[src/rtl/pixel_write_packer.sv]
// Merges byte-addressed pixel writes into bus words with byteenables and
// queues completed words for an Avalon-MM master write port.
module pixel_write_packer #(
  parameter int PIXEL_WIDTH = 16,
  parameter int BUS_WIDTH   = 32,
  parameter int ADDR_WIDTH  = 32,
  parameter int FIFO_DEPTH  = 4
) (
  input  logic                   clk,
  input  logic                   reset,
  input  logic                   pix_valid,
  output logic                   pix_ready,
  input  logic [ADDR_WIDTH-1:0]  pix_addr,
  input  logic [PIXEL_WIDTH-1:0] pix_color,
  input  logic                   flush,
  output logic                   idle,
  output logic                   avm_write,
  output logic [ADDR_WIDTH-1:0]  avm_address,
  output logic [BUS_WIDTH-1:0]   avm_writedata,
  output logic [BUS_WIDTH/8-1:0] avm_byteenable,
  input  logic                   avm_waitrequest
);

  localparam int BYTES  = BUS_WIDTH / 8;
  localparam int PBYTES = PIXEL_WIDTH / 8;
  localparam int WOFF   = $clog2(BYTES);
  localparam int POFF   = $clog2(PBYTES);
  localparam int LANE_W = WOFF - POFF;
  localparam int PTR_W  = $clog2(FIFO_DEPTH);
  localparam int CNT_W  = PTR_W + 1;

  typedef enum logic {EMPTY = 1'b0, ACCUM = 1'b1} state_t;

  state_t               state, state_nx;
  logic [ADDR_WIDTH-1:0] pend_addr, pend_addr_nx;
  logic [BUS_WIDTH-1:0]  pend_data, pend_data_nx;
  logic [BYTES-1:0]      pend_be, pend_be_nx;

  logic [ADDR_WIDTH-1:0] mem_addr [FIFO_DEPTH];
  logic [BUS_WIDTH-1:0]  mem_data [FIFO_DEPTH];
  logic [BYTES-1:0]      mem_be   [FIFO_DEPTH];
  logic [PTR_W-1:0]      wr_ptr, rd_ptr;
  logic [CNT_W-1:0]      count;

  logic [LANE_W-1:0]     lane;
  logic [ADDR_WIDTH-1:0] word_addr;
  logic [BUS_WIDTH-1:0]  lane_data, lane_mask, merged_data;
  logic [BYTES-1:0]      lane_be, merged_be;
  logic                  accept, pop, push, same_word;
  logic [ADDR_WIDTH-1:0] push_addr;
  logic [BUS_WIDTH-1:0]  push_data;
  logic [BYTES-1:0]      push_be;

  assign lane      = pix_addr[WOFF-1:POFF];
  assign word_addr = {pix_addr[ADDR_WIDTH-1:WOFF], {WOFF{1'b0}}};
  assign lane_data = {{(BUS_WIDTH-PIXEL_WIDTH){1'b0}}, pix_color} << (int'(lane) * PIXEL_WIDTH);
  assign lane_mask = {{(BUS_WIDTH-PIXEL_WIDTH){1'b0}}, {PIXEL_WIDTH{1'b1}}} << (int'(lane) * PIXEL_WIDTH);
  assign lane_be   = {{(BYTES-PBYTES){1'b0}}, {PBYTES{1'b1}}} << (int'(lane) * PBYTES);
  assign merged_data = (pend_data & ~lane_mask) | lane_data;
  assign merged_be   = pend_be | lane_be;
  assign same_word   = (pend_addr == word_addr);

  // Space check uses only the registered count, so pop never feeds back into pix_ready.
  assign pix_ready = (count < CNT_W'(FIFO_DEPTH));
  assign accept    = pix_valid && pix_ready;
  assign avm_write = (count != {CNT_W{1'b0}});
  assign pop       = avm_write && !avm_waitrequest;
  assign idle      = (state == EMPTY) && (count == {CNT_W{1'b0}});

  assign avm_address    = mem_addr[rd_ptr];
  assign avm_writedata  = mem_data[rd_ptr];
  assign avm_byteenable = mem_be[rd_ptr];

  // Pending-word next state and FIFO push request.
  always_comb begin
    state_nx     = state;
    pend_addr_nx = pend_addr;
    pend_data_nx = pend_data;
    pend_be_nx   = pend_be;
    push         = 1'b0;
    push_addr    = pend_addr;
    push_data    = pend_data;
    push_be      = pend_be;
    if (accept) begin
      case (state)
        EMPTY: begin
          state_nx     = ACCUM;
          pend_addr_nx = word_addr;
          pend_data_nx = lane_data;
          pend_be_nx   = lane_be;
        end
        ACCUM: begin
          if (same_word) begin
            if (&merged_be) begin
              push         = 1'b1;
              push_data    = merged_data;
              push_be      = merged_be;
              state_nx     = EMPTY;
              pend_data_nx = {BUS_WIDTH{1'b0}};
              pend_be_nx   = {BYTES{1'b0}};
            end else begin
              pend_data_nx = merged_data;
              pend_be_nx   = merged_be;
            end
          end else begin
            push         = 1'b1;
            pend_addr_nx = word_addr;
            pend_data_nx = lane_data;
            pend_be_nx   = lane_be;
          end
        end
        default: state_nx = EMPTY;
      endcase
    end else if (flush && (state == ACCUM) && pix_ready) begin
      push         = 1'b1;
      state_nx     = EMPTY;
      pend_data_nx = {BUS_WIDTH{1'b0}};
      pend_be_nx   = {BYTES{1'b0}};
    end else begin
      push = 1'b0;
    end
  end

  // Pending-word register.
  always_ff @(posedge clk or posedge reset) begin
    if (reset) begin
      state     <= EMPTY;
      pend_addr <= {ADDR_WIDTH{1'b0}};
      pend_data <= {BUS_WIDTH{1'b0}};
      pend_be   <= {BYTES{1'b0}};
    end else begin
      state     <= state_nx;
      pend_addr <= pend_addr_nx;
      pend_data <= pend_data_nx;
      pend_be   <= pend_be_nx;
    end
  end

  // Completed-word FIFO; storage is cleared so the port reads zero during reset.
  always_ff @(posedge clk or posedge reset) begin
    if (reset) begin
      wr_ptr <= {PTR_W{1'b0}};
      rd_ptr <= {PTR_W{1'b0}};
      count  <= {CNT_W{1'b0}};
      for (int i = 0; i < FIFO_DEPTH; i++) begin
        mem_addr[i] <= {ADDR_WIDTH{1'b0}};
        mem_data[i] <= {BUS_WIDTH{1'b0}};
        mem_be[i]   <= {BYTES{1'b0}};
      end
    end else begin
      if (push) begin
        mem_addr[wr_ptr] <= push_addr;
        mem_data[wr_ptr] <= push_data;
        mem_be[wr_ptr]   <= push_be;
        wr_ptr           <= wr_ptr + 1'b1;
      end
      if (pop) begin
        rd_ptr <= rd_ptr + 1'b1;
      end
      if (push && !pop) begin
        count <= count + 1'b1;
      end else if (pop && !push) begin
        count <= count - 1'b1;
      end else begin
        count <= count;
      end
    end
  end

endmodule

[config.mk]
export PLATFORM = sky130hd
export DESIGN_NAME = pixel_write_packer
export DESIGN_NICKNAME = d
export VERILOG_FILES = /design/src/rtl/pixel_write_packer.sv
export SDC_FILE = /design/constraint.sdc
export NUM_CORES = 1
export LEC_CHECK = 0
export BUFFER_PORTS_ARGS = -buffer_cell sky130_fd_sc_hd__buf_2
export CAP_MARGIN = 5
export CORE_MARGIN = 1
export CORE_UTILIZATION = 39
export CTS_BUF_LIST = sky130_fd_sc_hd__clkbuf_16
export DETAILED_ROUTE_END_ITERATION = 8
export PLACE_DENSITY = 0.55
export SYNTH_ARGS = -nofsm -noshare
export SYNTH_HDL_FRONTEND = slang
export SYNTH_SLANG_ARGS = --single-unit
[constraint.sdc]
create_clock -name clk -period 28.3 [get_ports clk]
set_input_delay 1.415 -clock clk [delete_from_list [all_inputs] [get_ports clk]]
set_output_delay 1.415 -clock clk [all_outputs]
set_load 0.05 [all_outputs]
; ---- Word level (Yosys, flattened, before mapping)
; Cells that the tools add are included.
[classes]
div_mod_pow = 0
addsub = 4
order_cmp = 4
n_bitwise = 7
mul = 0
reduce_logical = 17
n_eq_ne = 2
n_shift = 3
muxes = 48
[ops]
columns = operator, count
row1 = two-way mux 32 bit, 14
row2 = bitwise mux 128 bit, 2
row3 = binary-select mux 32 bit (select 2 bit), 2
row4 = case mux 32 bit (2 select lines), 2
row5 = demux 32 bit (select 2 bit), 1
row6 = two-way mux 4 bit, 11
row7 = bitwise AND 32 bit, 1
row8 = equality test 32 bit, 1
row9 = inverter 32 bit, 1
row10 = OR 32 bit, 1
row11 = left shift 16 x 5 -> 32 bit, 1
row12 = "left shift 16 x 5 -> 32 bit, first input constant", 1
row13 = bitwise mux 16 bit, 1
row14 = two-way mux 1 bit, 9
row15 = binary-select mux 4 bit (select 2 bit), 1
row16 = demux 4 bit (select 2 bit), 1
row17 = logical AND 1 bit, 8
row18 = case mux 4 bit (2 select lines), 1
row19 = "greater-or-equal comparator 3 bit, second input constant", 2
row20 = two-way mux 3 bit, 2
row21 = inverter 2 -> 3 bit, 2
row22 = "adder 2 x 1 -> 2 bit, second input constant", 2
row23 = OR 4 bit, 1
row24 = AND reduction 4 bit, 1
row25 = other kinds (13), 16
[totals]
output_inout_bits = 71
input_bits = 53
ram_bits = 0
ff_bits = 348
elab_cells = 104
mem_bits_ro = 0
n_memories = 0
latchBits = 0

; ---- Depth between registers and ports, before layout
; Gate-level depths: netlist of run 1.
[depth]
depth_word = 11
ltp_mapped = 11
ltp_nobuf = 11

; ---- Worst setup path after synthesis of run 1
; No wires, ideal clock.
[synth_path]
path_kind = input -> register
start = input port pix_addr[1]
end = register count[1]
stages = 9
t_arrival_ps = 3545
setup_time_ps = 125
required_ps = 28175
setup_slack_ps = 24630
path_buffers = 0
path_cell_list = and3b_1 > a31o_2 > or4_1 > nor3_2 > nor2_1 > ha_1 > inv_1 > fa_1 > mux2_2
[synth_via]
elab_chain_len = 10
word_cells_on_any_way = 12
[synth_lines]
columns = item, line
row1 = from (decl), 13  ; input logic [ADDR_WIDTH-1:0] pix_addr,
row2 = left shift 2 x 2 -> 4 bit *, 58  ; assign lane_be = {{(BYTES-PBYTES){1'b0}}, {PBYTES{1'b1}}} << (int'(lane) * PBYTES);
row3 = OR 4 bit *, 60  ; assign merged_be = pend_be | lane_be;
row4 = AND reduction 4 bit *, 94  ; if (&merged_be) begin
row5 = two-way mux 1 bit *, 94
row6 = two-way mux 1 bit *, 93  ; if (same_word) begin
row7 = two-way mux 1 bit *, 85  ; case (state)
row8 = two-way mux 1 bit *, 84  ; if (accept) begin
row9 = named net push, 49  ; logic accept, pop, push, same_word;
row10 = zero test 1 bit, 162  ; end else if (pop && !push) begin
row11 = logical AND 1 bit, 162
row12 = nonzero test 2 bit (no source line), --
row13 = to (signal assigned), 161  ; count <= count + 1'b1;
row14 = to (signal assigned), 163  ; count <= count - 1'b1;
row15 = to (signal assigned), 165  ; count <= count;
row16 = to (decl), 43  ; logic [CNT_W-1:0] count;
; The timed path passes the listed nets; every way through them passes the cells marked *.
; A chain may end at the register's enable or synchronous reset.

; ---- Worst setup path in the final report of run 1
[layout_path]
start = register rd_ptr[0]
end = output port avm_byteenable[2]
[layout_via]
elab_chain_len = 4
[layout_lines]
columns = item, line
row1 = from (decl), 42  ; logic [PTR_W-1:0] wr_ptr, rd_ptr;
row2 = from (signal assigned), 143  ; rd_ptr <= {PTR_W{1'b0}};
row3 = from (signal assigned), 158  ; rd_ptr <= rd_ptr + 1'b1;
row4 = inverter 2 -> 3 bit (implied by the code), 72  ; assign avm_byteenable = mem_be[rd_ptr];
row5 = binary-select mux 4 bit (select 2 bit), 72
row6 = two-way mux 4 bit (implied by the code) (2 in series), 72
row7 = to (decl), 20  ; output logic [BUS_WIDTH/8-1:0] avm_byteenable,
; No other way between the ends. The select of a mux whose other input is x is not followed.

==> results of run 1 <==
==> cell type report <==
type | count | area share
diodes | 4 | 0.000577
repair buffers | 135 | 0.0411
well taps | 511 | 0.0368
clock buffers | 41 | 0.0591
multi-input cells | 522 | 0.363
flip-flops and latches | 338 | 0.488
clock inverters | 29 | 0.00958
inverters | 8 | 0.00216
==> metal layers <==
metal / GRT usage / vias to the layer above / wire (um)
met5: 0 / - / 8
li1: - / 3689 / -
met3: 0.0375 / 47 / 1350
met4: 0.0496 / 2 / 628
met2: 0.288 / 120 / 16200
met1: 0.263 / 4481 / 16300
==> cells by family after synthesis <==
group | Yosys count
AO/OA/AOI/OAI | 50
multiplexers | 394
other | 1
buffers and inverters | 66
AND/OR/NAND/NOR | 34
flip-flops | 338
adder cells (fa/ha/maj) | 6
XOR/XNOR | 36
==> critical path, delay by kind of cell (launching register included) <==
family / cells / cell delay, ps
flip-flops: 1 / 930
multiplexers: 1 / 650
buffers and inverters: 2 / 1010
==> synth_stat cells (5+ instances only) <==
master and instances:
dfrtp_1 338, a22o_1 32, buf_1 7, ha_1 5, mux2_1 31, inv_1 8
mux2_2 287, xnor2_1 14, xor2_1 22, buf_2 24, mux2_4 10, mux4_2 66
clkbuf_1 20, nor4_1 5, nor2_1 5
==> per-stage QoR <==
stage                     instance area, um^2   util  total power, uW  hold slack, ps
after floorplan                         15100      -             1680             452
after global placement                  16200  0.427             1920             464
after detailed placement                16200  0.427             1940             471
after CTS                               17400  0.459             2420             484
after global routing                    17400  0.459             2530             504
final                                   17400  0.459             2390             481
==> sequential cells by signal, summed over array words and instances, names as in the netlist <==
| register | cells |
|---|---|
| wr_ptr | 2 |
| pend_data | 32 |
| pend_be | 4 |
| mem_be | 16 |
| mem_data | 128 |
| state | 1 |
| count | 3 |
| pend_addr | 30 |
| mem_addr | 120 |
| rd_ptr | 2 |
==> cells in the final DEF (no fill, tap or decap), types with 2 or more instances in the layout <==
cell and instances:
dfrtp_1 336, nand3_1 3, clkbuf_16 41, nand2_1 3, nor3b_2 4, buf_4 15, nor2b_1 2, clkinv_1 10
nand4_1 3, o211a_1 2, or4_1 2, mux2_4 10, inv_1 20, bufinv_16 2, a21o_1 4, nor4_1 5
a22o_1 32, diode_2 4, mux2_2 287, ha_1 5, o21bai_1 4, mux2_1 31, clkinv_2 4, xor2_1 22
or3_1 3, buf_2 120, conb_1 2, xnor2_1 14, mux4_2 66, nor2_1 5, dfrtp_4 2
==> path summary, 6_finish.rpt <==
kind / startpoint / end / cells after the start
min in group asynchronous: reset / mem_addr[34] / 2
hold reg to reg: mem_addr[11] / mem_addr[11] / 1
hold / removal: mem_addr[11] / mem_addr[11] / 1
max in group asynchronous: reset / mem_addr[81] / 4
setup / recovery: rd_ptr[0] / avm_byteenable[2] / 3
setup reg to reg: pend_addr[18] / mem_data[105] / 6
==> power by group through the flow <==
| stage | registers, uW | logic, uW | clock network [uW] |
|---|---|---|---|
| after floorplan | 809 | 869 | 0 |
| after global placement | 878 | 1040 | 0 |
| after detailed placement | 883 | 1050 | 0 |
| after CTS | 876 | 1060 | 490 |
| after global routing | 912 | 1110 | 509 |
| final | 875 | 1040 | 474 |
==> summary.txt, run 1 <==
Outcome
  – Status: finished, final reports clean

Placed design
  – Routability Congestion: 0.741
  – Port bufs: 120
  – Hpwl dp: between 20 and 25 mm
  – Inst Count DP: 1,514
  – Pre-CTS WS: 23,450 ps

Yosys
  – Synthesized area: 0.0150 mm^2
  – Seq/Total Area, Yosys: 0.562
  – Simple-gate portion of the synthesized area: 0.0139
  – Area leader, netlist: dfrtp_1
  – Area contributors post-synth: dfrtp_1, mux2_2, mux4_2
  – #FFs+latches synth: between 300 and 400
  – Synth warn: 0
  – Post-synth EDFFs: 0
  – Largest family of logic cells by synthesized area: multiplexers
  – Post-synthesis mux area share: 0.347
  – XOR/XNOR Fraction of Synth Area: 0.0210
  – Synth Area in Compound Gates: 0.0294
  – Asr flop ratio synth: 1.00
  – Synth unique cells: 41
  – Synth Instances: 925
  – Synth Flop Type: dfrtp_1
  – Post-synthesis adder-cell area fraction: 0.00549
  – Syn Area/Cell: 16.3 um^2
  – Top-area cell type share of the netlist area: 0.562

Pwr
  – Sequential power share: 0.367
  – Logic pwr share: 0.435
  – Cell Int Power: roughly 1400 uW
  – Clock share of power: 0.199
  – Cell Pwr Density: 137 mW/mm^2
  – Peak VDD IR: 0.0000685 V
  – LEAKAGE: 0.00789 uW
  – P_sw: 951 uW
  – Switching Share: 0.398

Floorplan
  – Row cnt: between 70 and 80
  – Die area: 0.0394 mm^2
  – Die X: 198 um
  – Die height: between 150 and 200 um
  – Core outline area: 0.0378 mm^2
  – # IOs: ~120
  – Starting Density: 0.398

Critical path
  – Sequence of cells on the critical path: buf_4 -> mux4_2 -> buf_2
  – CP max-delay cell: dfrtp_4
  – Worst EP arrival: around 3200 ps
  – Crit path largest cell delay: 930 ps
  – Flop-to-flop setup slack: roughly 25,000 ps
  – CP required: 26,890 ps
  – Crit path capture type: output port
  – Crit Path Max Fanout: 36
  – Crit start category: flip-flop
  – Setup CP Type: reg2out

GRT
  – Vias in the first global route: 8,912
  – Grt ovf: 0
  – GRT Util Overall: 0.185
  – First-pass GRT wire length: 54.5 mm
  – Largest net degree at the start of global routing: 122
  – Initial antenna violation count: 5

CTS
  – Max clock buf depth: 3
  – H-tree depth: 2
  – Clk pin slew, worst setup/hold paths: 60 ps
  – Post-cts hold buffer count: 0
  – Post-CTS setup buffers: 0
  – Worst skew pair latency: 550 ps
  – CTS sink cnt: between 300 and 400
  – Num CTS Buffers: 39
  – CTS tree: yes
  – Root buf cell: clkbuf_16
  – Post-CTS sizing: 0

Drt
  – Drt drc: 0
  – Antenna-violating nets left: 0
  – DRT Wirelength: 34.5 mm
  – Vias per cell: roughly 5.3
  – Drt pass-1 iters: 4
  – Per-cell routed wire length: 21.7 um
  – DRT iter0 DRCs: 377
  – Via count: roughly 8,300

Cells and area
  – Finished Layout Cells: 1,588
  – Footprint of the multi-input gates: 0.00630 mm^2
  – # fillers: 3,427
  – Share of layout cells above drive strength 1: 0.519
  – Layout area overhead: 15.4%
  – Register Area: 0.00847 mm^2
  – Nets: 1,103

Timing
  – RSZ-0062 raised after global routing: false
  – Fin worst setup slack: 23,740 ps
  – Fin Clk Skew: 21.9 ps
  – Final Hold Vio Count: 0
  – Fin. max-slew vios: 0
  – Min Tclk post-route: 4560 ps
  – Final worst-path cycle share: 0.161
  – Maximum clock rate: 0.219 GHz
  – Setup TNS: 0 ps
  – Slew of the pin with the lowest slew margin: roughly 1100 ps
  – Setup-failing EPs final: 0
  – Relative slew slack: 0.297

Run
  – Max cap viols: 0

Min path
  – Hold Path Class: reg2reg
Note: power is estimated with default switching activity, not from simulation.
==> run 2, diff against run 1 <==
PLACE_DENSITY = 0.57   (was 0.55)
clock period = 3.9 ns   (was 28.3 ns; I/O delays follow)
==> run 2 against run 1 <==
  * Critical path depth up 3
  * Worst hold slack worse by 320 ps
  * Sequential power rose to 7.2 times the previous value
  * Core utilization up 1.6 points
  * First-iteration DRC count down 9.3%
  * Routed wire length up 1.3%
  * Combinational power rose to 7.4 times the previous value
  * Via count up 2.0%
==> summary.txt, run 2 (synthesized netlist as in run 1, its figures left out) <==
Placed design
  – Inst Count DP: 1,519
  – Port bufs: 120
  – Hpwl dp: 20.8 mm
  – Routability Congestion: 0.701
  – Pre-CTS WS: 525 ps

Critical path
  – Crit path largest cell delay: between 600 and 700 ps
  – Top Family by Delay on Critical Path: simple AND/OR/NAND/NOR gates
  – CP required: roughly 4300 ps
  – WP buf/inv: 0
  – Crit Path Max Fanout: 18
  – Worst EP arrival: between 3000 and 4000 ps
  – Sequence of cells on the critical path: xor2_1 -> nor4_1 -> nand4_1 -> or3_1 -> o211a_1 -> a22o_1
  – CP max-delay cell: or3_1
  – Crit path capture type: flip-flop
  – Setup CP Type: reg2reg
  – Crit start category: flip-flop

Pwr
  – Cell Pwr Density: 974 mW/mm^2
  – Total power draw: 17,500 uW
  – Sequential power share: 0.361
  – LEAKAGE: 0.00811 uW
  – Switching Share: 0.398
  – Peak VDD IR: 0.000480 V
  – Cell Int Power: 10,500 uW
  – Logic pwr share: 0.439
  – Clock share of power: 0.200
  – P_sw: 6960 uW

CTS
  – Root buf cell: clkbuf_16
  – CTS tree: yes
  – Clk pin slew, worst setup/hold paths: 60 ps
  – Max clock buf depth: 3
  – Num CTS Buffers: 39
  – Post-CTS setup buffers: 0
  – H-tree depth: 2
  – CTS sink cnt: 338
  – Worst skew pair latency: 560 ps
  – Post-CTS sizing: 0

Timing
  – Min Tclk post-route: around 3400 ps
  – Fin worst setup slack: ~540 ps
  – Setup-failing EPs final: 0
  – Setup TNS: 0 ps
  – Fin. max-slew vios: 0
  – Relative slew slack: 0.323
  – Fin Clk Skew: around 24 ps
  – Final Hold Vio Count: 0
  – Final worst-path cycle share: 0.862
  – Slew of the pin with the lowest slew margin: 1010 ps
  – Maximum clock rate: 0.298 GHz
  – RSZ-0062 raised after global routing: false

Floorplan
  – Die X: 198 um
  – Die height: 198 um
  – Core outline area: 0.0378 mm^2
  – Die area: roughly 0.039 mm^2
  – Starting Density: 0.398
  – # IOs: around 120
  – Row cnt: 71

Cells and area
  – Largest Register: mem_data
  – Max reg flops: 128
  – Finished Layout Cells: 1,634
  – Util after Layout: 0.474
  – Layout area overhead: 19.3%
  – Most frequent cells in the layout: dfrtp_1, mux2_2, buf_2
  – Nets: 1,156
  – Most common cell after layout, fill and taps aside: dfrtp_1
  – Biggest regs: mem_data: 128 flops, mem_addr: 120 flops, pend_data: 32 flops
  – Share of layout cells above drive strength 1: 0.505

Drt
  – Drt pass-1 iters: 4
  – Via count: 8,502
  – Vias per cell: 5.20
  – Antenna-violating nets left: 0
  – Drt drc: 0
  – DRT iter0 DRCs: between 300 and 400
  – DRT Wirelength: 35.0 mm
  – Per-cell routed wire length: approximately 21 um

Outcome
  – Status: finished, final reports clean

Min path
  – Hold Path Class: in2async

GRT
  – Grt ovf: 0
  – Initial antenna violation count: 1
  – Largest net degree at the start of global routing: ~150
  – First-pass GRT wire length: 55.3 mm
  – Vias in the first global route: 9,182
  – GRT Util Overall: 0.186

Run
  – Max cap viols: 0
==> run 2: final cells by class <==
class | count | area [um^2]
Antenna cell | 1 | 2.50
Sequential cell | 338 | 8470
Inverter | 8 | 33.8
Multi-Input combinational cell | 522 | 6300
Fill cell | 3359 | 19900
Clock inverter | 26 | 209
Clock buffer | 40 | 1000
Tap cell | 511 | 639
Timing Repair Buffer | 188 | 1290
==> run 2: through the flow <==
stage	area (um^2)	hold slack, ps
3_3_place_gp	16300	186
3_5_place_dp	16300	178
4_1_cts	17900	130
2_1_floorplan	15100	328
5_1_grt	17900	182
6_report	17900	163
==> run 2: worst paths after layout <==
check / startpoint / endpoint / slack (ps) / cells past startpoint
max: pend_addr[18] / pend_data[30] / 540 / 6
min: reset / mem_data[37] / 160 / 3
max reg2reg: pend_addr[18] / pend_data[30] / 540 / 6
min reg2reg: mem_addr[12] / mem_addr[12] / 480 / 1
max in group asynchronous: reset / mem_data[29] / 2450 / 4
min in group clk: pix_valid / state / 180 / 3
==> run 2: worst reg2reg max path: cells and delay by family, from the launching register on <==
family	cells	cell delay (ps)
AND/OR/NAND/NOR	3	1700
flip-flops	1	430
XOR/XNOR	1	180
AO/OA/AOI/OAI	2	920
==> run 2: repair_timing <==
action                                  in CTS  in global routing
hold buffers                                48                  0
endpoints found under the setup margin       0                  0
hold endpoints to repair                    73                  0
==> run 2: metal layers <==
layer | vias up | GRT usage | part of all wire
met2 | 129 | 0.286 | 0.46
met3 | 52 | 0.0385 | 0.038
met4 | 0 | 0.0575 | 0.023
li1 | 3792 | - | -
met5 | - | 0 | 0
met1 | 4529 | 0.264 | 0.48
==> run 2: power by group through the flow <==
stage                     Sequential (uW)  Combinational, uW  Clock [uW]
after global placement               6330               7660           0
after global routing                 6580               8150        3760
after detailed placement             6370               7770           0
after floorplan                      5870               6310           0
final                                6320               7670        3500
after CTS                            6330               7820        3620
==> run 3, diff against run 2 <==
==> constraint.sdc (replaced) <==
create_clock -name clk -period 3.9 [get_ports clk]
set_input_delay 0.585 -clock clk [delete_from_list [all_inputs] [get_ports clk]]
set_output_delay 0.585 -clock clk [all_outputs]
set_load 0.05 [all_outputs]
==> run 3 against run 2 <==
  * Global-route usage is 0.33 points lower
  * Flip-flop and latch count unchanged
  * Cell count fell by 2.4%
  * Cell area down 2.4%
  * Maximum frequency up 6.4%
  * Non-clock buffer count fell by 43
==> summary.txt, run 3 (synthesized netlist as in run 1, its figures left out) <==
Critical path
  – Setup CP Type: reg2reg
  – Crit Path Max Fanout: 16
  – Worst EP arrival: 3580 ps
  – CP required: roughly 4300 ps
  – Crit path capture type: flip-flop
  – Crit start category: flip-flop

Pwr
  – Total power draw: 17,400 uW
  – Cell Int Power: 10,500 uW
  – Peak VDD IR: 0.000542 V
  – Logic pwr share: 0.440
  – LEAKAGE: between 0.007 and 0.008 uW
  – Cell Pwr Density: ~1000 mW/mm^2
  – Sequential power share: 0.360
  – Switching Share: 0.399
  – Clock share of power: 0.200
  – P_sw: ~6900 uW

GRT
  – Initial antenna violation count: 2
  – Vias in the first global route: 8,936
  – Largest net degree at the start of global routing: 88
  – First-pass GRT wire length: between 50 and 60 mm
  – Grt ovf: 0
  – GRT Util Overall: 0.183

Drt
  – DRT iter0 DRCs: approximately 300
  – Drt pass-1 iters: 4
  – Per-cell routed wire length: 21.3 um
  – Vias per cell: 5.26
  – Antenna-violating nets left: 0
  – Via count: around 8,400
  – Drt drc: 0
  – DRT Wirelength: about 34 mm

Timing
  – RSZ-0062 raised after global routing: false
  – Min Tclk post-route: 3160 ps
  – Final worst-path cycle share: 0.810
  – Fin Clk Skew: 29.2 ps
  – Slew of the pin with the lowest slew margin: 792 ps
  – Fin. max-slew vios: 0
  – Relative slew slack: 0.472
  – Hold WS: 166 ps
  – Setup-failing EPs final: 0
  – Maximum clock rate: 0.317 GHz
  – Setup TNS: 0 ps
  – Final Hold Vio Count: 0

Placed design
  – Hpwl dp: 20.9 mm
  – Port bufs: 120
  – Routability Congestion: 0.712

Cells and area
  – Layout area overhead: 16.4%
  – Biggest regs: mem_data: 128 flops, mem_addr: 120 flops, pend_data: 32 flops
  – Most common cell after layout, fill and taps aside: dfrtp_1
  – Footprint of the multi-input gates: 0.00630 mm^2
  – Largest Register: mem_data
  – # fillers: 3,378
  – Nets: 1,113
  – Max reg flops: 128
  – Register Area: 0.00847 mm^2
  – Most frequent cells in the layout: dfrtp_1, mux2_2, buf_2
  – Share of layout cells above drive strength 1: 0.535

Floorplan
  – Core outline area: ~0.038 mm^2
  – Starting Density: 0.398
  – Die area: 0.0394 mm^2
  – Die X: 198 um
  – Row cnt: 71
  – # IOs: 124
  – Die height: about 200 um

CTS
  – Max clock buf depth: 3
  – Clk pin slew, worst setup/hold paths: 60 ps
  – Worst skew pair latency: 560 ps
  – H-tree depth: 2
  – Post-cts hold buffer count: 0
  – CTS sink cnt: ~340
  – CTS tree: yes
  – Root buf cell: clkbuf_16
  – Num CTS Buffers: 39
  – Post-CTS setup buffers: 0
  – Post-CTS sizing: 0

Run
  – Max cap viols: 0

Min path
  – Hold Path Class: in2async

Outcome
  – Status: finished, final reports clean
[run 3: cell types whose count changed in the layout (fill, tap and decap cells not counted), moves of 2 or more]
cell	delta
clkinv_2	+8
buf_4	+4
dlygate4sd3_1	-48
inv_6	-2
inv_1	-3
[run 3: power groups by stage]
stage	logic [uW]	clock network, uW	registers (uW)
6_report	7660	3480	6280
5_1_grt	8160	3730	6540
4_1_cts	7800	3600	6290
3_5_place_dp	7780	0	6330
3_3_place_gp	7700	0	6280
2_1_floorplan	6310	0	5870
[run 3: worst paths after layout]
path	endpoint	depth (start not counted)	from	slack, ps
min in group clk	pend_addr[13]	2	pix_addr[13]	280
worst min-delay path	mem_data[2]	2	reset	170
worst max-delay path	mem_data[40]	8	pend_addr[18]	740
worst max register to register	mem_data[40]	8	pend_addr[18]	740
max in group asynchronous	mem_data[94]	3	reset	2840
worst min register to register	mem_data[45]	1	mem_data[45]	480
[run 3: critical path, stage by stage, from the launching register on]
cell and delay [ps]:
dfrtp_1 430, xor2_1 180, nor4_1 570, nand4_1 180, buf_4 210, or4_1 540
buf_4 250, mux2_2 340, mux2_1 310
[run 3: routing by layer]
metal	routed length (um)	GRT usage
met5	0	0
met4	567	0.0507
met1	16500	0.264
met3	1460	0.0415
met2	15400	0.276
[run 3: cell type report]
| class | instances | area share |
|---|---|---|
| antenna | 2 | 0.000286 |
| sequential | 338 | 0.483 |
| tap | 511 | 0.0365 |
| clock buffer | 39 | 0.0557 |
| timing repair buffer | 145 | 0.0493 |
| inverter | 8 | 0.00193 |
| clock inverter | 29 | 0.0134 |
| multi-input combinational | 522 | 0.360 |
[run 3: stage by stage]
| stage | cell area (um^2) | setup WS [ps] | instances | util |
|---|---|---|---|---|
| final | 17500 | 742 | 1594 | 0.463 |
| after detailed placement | 16300 | 531 | 1524 | 0.431 |
| after floorplan | 15100 | -1200 | 926 | - |
| after CTS | 17500 | 746 | 1592 | 0.463 |
| after global placement | 16300 | 555 | 1524 | 0.431 |
| after global routing | 17500 | 628 | 1593 | 0.463 |
